$ cat config.mk
export PLATFORM = sky130hd
export DESIGN_NAME = mult_cdb_buffer
export DESIGN_NICKNAME = d
export VERILOG_FILES = /design/src/rtl/mult_cdb_buffer_pkg.sv /design/src/rtl/mult_cdb_fifo.sv /design/src/rtl/mult_cdb_buffer.sv
export SDC_FILE = /design/constraint.sdc
export NUM_CORES = 1
export LEC_CHECK = 0
export BUFFER_PORTS_ARGS = -buffer_cell sky130_fd_sc_hd__buf_2
export CAP_MARGIN = 20
export CORE_ASPECT_RATIO = 2
export CORE_MARGIN = 5
export CORE_UTILIZATION = 45
export CTS_BUF_LIST = sky130_fd_sc_hd__clkbuf_4
export DETAILED_ROUTE_END_ITERATION = 10
export PLACE_DENSITY = 0.74
export SYNTH_ARGS = -nofsm -noshare
export SYNTH_HDL_FRONTEND = slang
export SYNTH_SLANG_ARGS = --single-unit
$ cat constraint.sdc
create_clock -name clk -period 2.7 [get_ports clk]
set_input_delay 0.135 -clock clk [delete_from_list [all_inputs] [get_ports clk]]
set_output_delay 0.135 -clock clk [all_outputs]
set_load 0.01 [all_outputs]
$ cat src/rtl/mult_cdb_buffer_pkg.sv
// Shared types and constants for the multiplier completion buffer.
package mult_cdb_buffer_pkg;

  localparam int DATA_W         = 64;
  localparam int NUM_PHYS_REGS  = 64;
  localparam int PHYS_REG_W     = $clog2(NUM_PHYS_REGS);
  localparam int MULT_BUF_DEPTH = 4;

  typedef logic [DATA_W-1:0]     DATA;
  typedef logic [PHYS_REG_W-1:0] PHYS_REG;

  // One completed product waiting for the common data bus.
  typedef struct packed {
    DATA     value;
    PHYS_REG tag;
  } CDB_ENTRY;

endpackage

$ cat src/rtl/mult_cdb_fifo.sv
// Generic DEPTH-entry FIFO of CDB entries with registered count.
// A push while full is dropped unless a pop frees the slot in the same cycle.
module mult_cdb_fifo
  import mult_cdb_buffer_pkg::*;
#(
  parameter int DEPTH = MULT_BUF_DEPTH,
  localparam int PTR_W = $clog2(DEPTH),
  localparam int CNT_W = $clog2(DEPTH + 1)
) (
  input  logic             clk,
  input  logic             reset,
  input  logic             i_push,
  input  logic             i_pop,
  input  CDB_ENTRY         i_data,
  output CDB_ENTRY         o_head,
  output logic [CNT_W-1:0] o_count,
  output logic             o_full,
  output logic             o_empty
);

  CDB_ENTRY         r_mem [DEPTH];
  logic [PTR_W-1:0] r_head;
  logic [PTR_W-1:0] r_tail;
  logic [CNT_W-1:0] r_count;

  logic w_doPop;
  logic w_doPush;

  assign o_full   = (r_count == CNT_W'(DEPTH));
  assign o_empty  = (r_count == '0);
  assign w_doPop  = i_pop && !o_empty;
  assign w_doPush = i_push && (!o_full || w_doPop);

  // Pointer and occupancy bookkeeping; pointers wrap naturally at a power-of-two depth.
  always_ff @(posedge clk or posedge reset) begin
    if (reset) begin
      r_head  <= '0;
      r_tail  <= '0;
      r_count <= '0;
    end else begin
      if (w_doPush) r_tail <= r_tail + PTR_W'(1);
      if (w_doPop)  r_head <= r_head + PTR_W'(1);
      case ({w_doPush, w_doPop})
        2'b10:   r_count <= r_count + CNT_W'(1);
        2'b01:   r_count <= r_count - CNT_W'(1);
        default: r_count <= r_count;
      endcase
    end
  end

  // Storage array needs no reset: entries are only read while counted as valid.
  always_ff @(posedge clk) begin
    if (w_doPush) r_mem[r_tail] <= i_data;
  end

  assign o_head  = r_mem[r_head];
  assign o_count = r_count;

endmodule

$ cat src/rtl/mult_cdb_buffer.sv
// Completion buffer between the pipelined multiplier and the CDB arbiter.
// Holds finished products in a FIFO and hands out issue credits so the
// non-stallable multiplier always finds a free slot.
module mult_cdb_buffer
  import mult_cdb_buffer_pkg::*;
#(
  parameter int DEPTH = MULT_BUF_DEPTH,
  localparam int CNT_W = $clog2(DEPTH + 1)
) (
  input  logic    clk,
  input  logic    reset,
  input  logic    fus_en,
  input  logic    mult_done,
  input  DATA     mult_result,
  input  PHYS_REG mult_tagDest,
  input  logic    cdb_grant,
  output logic    cdb_req,
  output DATA     cdb_value,
  output PHYS_REG cdb_tag,
  output logic    mult_ready,
  output logic    buf_overflow
);

  logic [CNT_W-1:0] r_credits;
  logic             r_overflow;

  CDB_ENTRY         w_pushData;
  CDB_ENTRY         w_head;
  logic [CNT_W-1:0] w_count;
  logic             w_full;
  logic             w_empty;
  logic             w_pop;
  logic             w_issueOk;
  logic             w_issueBad;
  logic             w_pushDrop;

  assign w_pushData.value = mult_result;
  assign w_pushData.tag   = mult_tagDest;

  // A grant only retires something when an entry is actually being presented.
  assign w_pop      = cdb_grant && !w_empty;
  assign w_issueOk  = fus_en && (r_credits != '0);
  assign w_issueBad = fus_en && (r_credits == '0);
  assign w_pushDrop = mult_done && w_full && !w_pop;

  mult_cdb_fifo #(
    .DEPTH(DEPTH)
  ) u_fifo (
    .clk     (clk),
    .reset   (reset),
    .i_push  (mult_done),
    .i_pop   (w_pop),
    .i_data  (w_pushData),
    .o_head  (w_head),
    .o_count (w_count),
    .o_full  (w_full),
    .o_empty (w_empty)
  );

  // Credit counter: issue takes one, retirement returns one, saturating at both ends.
  always_ff @(posedge clk or posedge reset) begin
    if (reset) begin
      r_credits <= CNT_W'(DEPTH);
    end else begin
      case ({w_issueOk, w_pop})
        2'b10: r_credits <= r_credits - CNT_W'(1);
        2'b01: begin
          if (r_credits != CNT_W'(DEPTH)) r_credits <= r_credits + CNT_W'(1);
        end
        default: r_credits <= r_credits;
      endcase
    end
  end

  // Sticky error flag for issuing without credit or losing a product to a full buffer.
  always_ff @(posedge clk or posedge reset) begin
    if (reset) begin
      r_overflow <= 1'b0;
    end else if (w_issueBad || w_pushDrop) begin
      r_overflow <= 1'b1;
    end
  end

  assign cdb_req      = (w_count != '0);
  assign cdb_value    = w_head.value;
  assign cdb_tag      = w_head.tag;
  assign mult_ready   = (r_credits != '0);
  assign buf_overflow = r_overflow;

endmodule

After elaboration in Yosys (flattened, before gate mapping)
Memory sizes are Yosys's and may differ from the RTL's.
Cells that the tools add are included.
Word-level totals
  input port bits: 75
  output and inout bits: 73
  bits in writable memories: 280
  register bits after elaboration: 11
  logic and storage cells: 43
  memories: 1
Cells by class
  reductions and logical operators: 19
  $add $sub $neg: 6
  multiplexer cells: 5
  equality and inequality tests: 7
Memories
  u_fifo.r_mem: words 4, bits a word 70, read ports 1, clocked after Yosys merged registers in 0, wr ports 1, RTL line mult_cdb_fifo.sv:21  | CDB_ENTRY r_mem [DEPTH];
Operator list (count)
  3-bit one-hot mux with 2 select lines: 2
  1-bit logical AND: 7
  3-bit by 1-bit adder with 3-bit output (second input constant): 2
  3-bit logical NOT: 2
  3-bit nonzero test: 2
  3-bit by 1-bit subtractor with 3-bit output (second input constant): 2
  2-bit by 1-bit adder with 2-bit output (second input constant): 2
  2-bit by 1-bit equality test with 1-bit output (second input constant): 2
  2-bit equality test (second input constant): 2
  2-bit nonzero test: 2
  3-bit equality test (second input constant): 1
  1-bit logical NOT: 3
  3-bit two-way mux: 1
  3-bit inequality test (second input constant): 1
  1-bit logical OR: 2
  1-bit two-way mux: 2
  2-bit inequality test (second input constant): 1
  2-bit AND reduction: 1

Depth between registers and ports, before layout
  word-level depth: 8
  gate-level depth with buffers: 10
  gate-level depth less buffers: 9

By module
Synthesis repeated with hierarchy kept, for this count alone.
Unflattened totals
  cell total of the unflattened synthesis: 441
  area total of the unflattened synthesis: 10847.9 µm²
Modules (own cells, without submodules)
  mult_cdb_fifo: area each 10513.8 µm², seq. area each 8583.2 µm², instances 1, cells an instance 405
  mult_cdb_buffer: area each 334.1 µm², seq. area each 101.3 µm², instances 1, cells an instance 36

Worst setup path before layout
No wires, ideal clock.
  kind: register to register
  start: register u_fifo.r_count[2], in the netlist u_fifo.o_count[2]
  end: memory u_fifo.r_mem[0][0] in the netlist's numbering (enable)
  setup time: 436 ps
  stages on the path, launching flop included: 5
  arrival: 2493 ps
  buffers on the path: 1
  path slack: -228 ps
  data required time: 2264 ps
  clock period less this slack: 2928 ps
  path through: dfrtp_1 nor4b_1 nor2b_1 buf_2 and2_1
On the way
  word-level cells in the longest chain between the ends: 8
  elaborated cells on any way between the ends: 10
  those cells by class: eq/ne (1); mux (2); reduce/logical (7)
Ends and longest elaborated chain
  start, declared: RTL line mult_cdb_fifo.sv:24  | logic [CNT_W-1:0] r_count;
  start signal, assigned: RTL line mult_cdb_fifo.sv:44  | 2'b10: r_count <= r_count + CNT_W'(1);
  start signal, assigned: RTL line mult_cdb_fifo.sv:45  | 2'b01: r_count <= r_count - CNT_W'(1);
  start signal, assigned: RTL line mult_cdb_fifo.sv:46  | default: r_count <= r_count;
  3-bit logical NOT: RTL line mult_cdb_fifo.sv:30  | assign o_empty = (r_count == '0);
  1-bit logical NOT: RTL line mult_cdb_fifo.sv:31, mult_cdb_buffer.sv:41
  1-bit logical AND: RTL line mult_cdb_buffer.sv:41  | assign w_pop = cdb_grant && !w_empty;
  1-bit logical AND: RTL line mult_cdb_fifo.sv:31  | assign w_doPop = i_pop && !o_empty;
  1-bit logical OR (*): RTL line mult_cdb_fifo.sv:32  | assign w_doPush = i_push && (!o_full || w_doPop);
  1-bit logical AND (*): RTL line mult_cdb_fifo.sv:32
  1-bit two-way mux (*): RTL line mult_cdb_fifo.sv:53  | if (w_doPush) r_mem[r_tail] <= i_data;
  1-bit two-way mux (not written as such) (*): RTL line mult_cdb_fifo.sv:53
  end, declared: RTL line mult_cdb_fifo.sv:21
Every way passes the cells marked *; elsewhere a longest branch is shown, timed or not.

Worst setup path in the final report
  start: register u_fifo.r_count[0], in the netlist u_fifo.o_count[0]
  end: register u_fifo.r_count[2], in the netlist u_fifo.o_count[2]
On the way
  word-level cells in the longest chain between the ends: 8
  elaborated cells on any way between the ends: 14
  those cells by class: add/sub (2); eq/ne (3); mux (1); reduce/logical (8)
Ends and longest elaborated chain
  3-bit logical NOT: RTL line mult_cdb_fifo.sv:30
  1-bit logical NOT: RTL line mult_cdb_fifo.sv:31, mult_cdb_buffer.sv:41
  1-bit logical AND: RTL line mult_cdb_buffer.sv:41
  1-bit logical AND: RTL line mult_cdb_fifo.sv:31
  1-bit logical OR: RTL line mult_cdb_fifo.sv:32
  1-bit logical AND: RTL line mult_cdb_fifo.sv:32
  2-bit by 1-bit equality test with 1-bit output / 2-bit equality test (equally long branches): RTL line mult_cdb_fifo.sv:43  | case ({w_doPush, w_doPop})
  3-bit one-hot mux with 2 select lines / 2-bit nonzero test (equally long branches)
Several ways; a longest one is shown, not always the timed one.
A chain may end at the register's enable or synchronous reset.

==> results.cfg <==
[outcome]
status = finished, final reports clean

[global_routing]
grt_remaining_overflow = 0
first_global_vias = 6226
antenna_violations_before_repair = 3
first_pass_grt_wire_length_microns = 34200
maximum_number_of_pins_on_one_net_before_global_route_repair = 71
global_route.usage.total_pct = 16.3

[drt]
postRouteAntennaNets = 0
post_drt_via_cell_ratio = 5.18
drt_pre_antenna_iters = 4
remaining_drc_errors = 0
drt_iter0_drc = 254
wirelength_per_cell_microns = 20.9
number_of_vias_in_the_routed_layout = 5428
wl_microns = 21900

[flow_run]
timing.max_cap.violations = 0

[layout]
layout-area-overhead-vs-synth_pct = 25.3
drive_gt1_share_pct = 43.6
multi_input_combinational_cell_area_sq_mm = 0.00199
final_nets = 797
layout.filler_cells = 1751
sequential_cell_area_sq_mm = 0.00869
post_layout_nonfiller_instances = 1047
most-common-layout-cells = 280 x edfxtp_1, 147 x buf_2, 83 x clkbuf_4, 76 x dlygate4sd3_1, 70 x mux4_2
most_common_cell_after_layout_fill_and_taps_aside = edfxtp_1

[floorplanning]
fp.dieArea_sq_mm = 0.0274
floorplan.initialDensity_pct = 45.5
num_rows = 80
placeableCoreArea_sq_mm = 0.0237
floorplan.die.height_microns = 229
io_pins = 148
fp.dieW_microns = 120

[synth]
total_of_flip_flops_plus_latches_after_synthesis = 291
synth_area_per_cell_sq_um = 24.7
postSynthNetCount = 519
number_of_unique_standard_cell_types_used_by_synthesis = 34
synthCells = 437
synth-seq-area-share_pct = 80.4
warnings_from_yosys = 0
synthesis.area_sq_mm = 0.0108

[placed_design]
place_inst = 864
gpl.final_weighted_congestion = 0.752
hpwl_after_detailed_placement_microns = 13400
placement.io_buffers = 147

[worst_setup_path]
timing.critical_path.from = u_fifo.o_count[0]$_DFFE_PP0P_
setup.worst_path.start_class = register
r2r.worst_path.cells = 9
rrSetupSlack_ns = 0.19
worst_ep_required_time_ns = 3.29
worst-endpoint-arrival_ns = 3.10
r2r-start = u_fifo.o_count[0]$_DFFE_PP0P_
timing.setup.critical_path_class = register to register
crit-reg2reg-capture = u_fifo.o_count[2]$_DFFE_PP0P_
critical_path.cell_chain = nor4b_1 -> nor2b_1 -> inv_1 -> ha_1 -> inv_1 -> fa_1 -> xor2_1 -> nor2_1 -> xor2_1
crit_path_max_incr_delay_ns = 0.47
critPathCaptureType = register
timing.critical_path.fanout_max = 8
endpoint = u_fifo.o_count[2]$_DFFE_PP0P_
worst_path_max_delay_cell = dfrtp_1

[clocking]
clk-insertion-delay-late_ns = 0.66
cts_tree = built
cts.sinks = 291
cts_max_level = 2
cts-root-buf = clkbuf_4
cts.reportedPaths.clkPinSlew_ns = 0.08
postCtsResizedCells = 0
total_clock_buffers_created_by_cts = 59
clock_path_buffers = 3

[min_path]
hp-class = input pin to register

[timing]
timing.slew.headroom_pct = 63.9
rsz0062_at_grt = no
final_setup_violation_count = 0
slew_viol_final = 0
worst_pin_slew_ns = 0.541
timing.setup.tns_ns = 0
hold_slack_ns = 0.211
fin_crit_share_pct = 93.0
final_hold_viol_count = 0
fmax_mhz = 398
fin_crit_ns = 2.51
clock_skew_ns = 0.0218

[pwr]
power_per_cell_area_mw_per_mm2 = 1010
finalPower_mw = 13.7
p_leak_nw = 4.77
irDropWorstVdd_mv = 0.653
==> per-layer routing <==
layer	share of wire, %	track usage, %
met4	2.2	6.45
met1	34	16.8
met2	59	31.3
met5	0	0
met3	4.8	3.51
==> sequential cells by signal, summed over array words and instances (netlist names) <==
name	count
u_fifo.r_mem	280
u_fifo.r_head	2
buf_overflow	1
u_fifo.r_tail	2
r_credits	3
u_fifo.o_count	3
==> synth_stat cells <==
master / count / area, sq um
o22a_1: 1 / 8.76
clkbuf_1: 6 / 22.5
o211ai_1: 1 / 7.51
mux2i_1: 1 / 10.0
edfxtp_1: 280 / 8410
nor3_1: 1 / 5.00
o2111ai_1: 1 / 8.76
nand3b_2: 1 / 11.3
or3_2: 1 / 7.51
nand2_1: 6 / 22.5
inv_1: 8 / 30.0
buf_2: 5 / 25.0
and2_1: 4 / 25.0
o21ai_0: 2 / 10.0
buf_4: 7 / 52.6
nor2b_1: 1 / 6.26
ha_1: 5 / 62.6
nand3b_1: 1 / 7.51
xnor2_2: 1 / 16.3
nor2_1: 2 / 7.51
xnor2_1: 5 / 43.8
o21ai_1: 1 / 5.00
or2_2: 1 / 6.26
o31ai_4: 1 / 21.3
mux4_2: 70 / 1580
nor4b_1: 1 / 8.76
or2b_1: 1 / 7.51
dfrtp_1: 10 / 250
nand3_1: 5 / 25.0
xor2_1: 2 / 17.5
a221o_1: 1 / 10.0
fa_1: 2 / 40.0
inv_2: 1 / 3.75
dfstp_2: 1 / 26.3
==> what timing repair did <==
action,in CTS,in global routing
setup endpoints to repair,35,0
setup buffers,1,0
hold endpoints to repair,299,0
hold buffers,76,0
==> power by group <==
| part | leakage [nW] | total [mW] | switching, mW | internal (mW) |
|---|---|---|---|---|
| sequential | 2.69 | 6.40 | 0.456 | 5.94 |
| clock | 0.436 | 3.05 | 1.54 | 1.51 |
| combinational | 1.64 | 4.27 | 2.16 | 2.11 |
==> logic make-up after synthesis <==
logic type                 Yosys count  synth area share (%)
buffers and inverters               27                  1.24
xor gates and xnor gates             8                 0.719
muxes                               71                  14.7
DFF                                291                  80.4
adders and majority gates            7                 0.950
and+or+nand+nor                     25                  1.30
AOI/OAI and AO/OA                    8                 0.661
==> worst max-delay path, delay by kind of cell, from the launching register on <==
| kind | cells | cell delay, ns |
|---|---|---|
| xor+xnor | 2 | 0.33 |
| fa+ha+maj | 2 | 0.63 |
| buf+inv | 2 | 0.17 |
| flops | 1 | 0.47 |
| simple gates | 3 | 0.85 |
==> through the flow <==
stage / utilization, % / setup slack, ns / instance area, sq um
2_1_floorplan: - / 0.530 / 10800
3_3_place_gp: 50.7 / 0.378 / 12000
3_5_place_dp: 50.7 / 0.208 / 12000
4_1_cts: 57.0 / 0.120 / 13500
5_1_grt: 57.0 / 0.0157 / 13500
6_report: 57.0 / 0.188 / 13500
==> how the worst min path moves through the flow <==
| stage | startpoint | end | slack, ns | cells after the start |
|---|---|---|---|---|
| after floorplan | reset | buf_overflow$_DFFE_PP0P_ | -0.01 | 1 |
| after global placement | reset | u_fifo.o_count[0]$_DFFE_PP0P_ | 0.14 | 2 |
| after detailed placement | reset | u_fifo.o_count[1]$_DFFE_PP0P_ | 0.17 | 2 |
| after CTS | mult_tagDest[4] | u_fifo.r_mem[1][4]$_DFFE_PP_ | 0.12 | 2 |
| after global routing | mult_result[50] | u_fifo.r_mem[0][56]$_DFFE_PP_ | 0.15 | 2 |
| final | mult_tagDest[4] | u_fifo.r_mem[1][4]$_DFFE_PP_ | 0.21 | 2 |
==> area by class of cell <==
class                           instances  share of cell area, %
Antenna cell                            3                 0.0555
Clock buffer                           83                   4.61
Clock inverter                         20                  0.758
Inverter                                9                  0.250
Multi-Input combinational cell        119                   14.7
Sequential cell                       291                   64.2
Tap cell                              287                   2.65
Timing Repair Buffer                  235                   12.7
(Power assumes the default switching activity.)
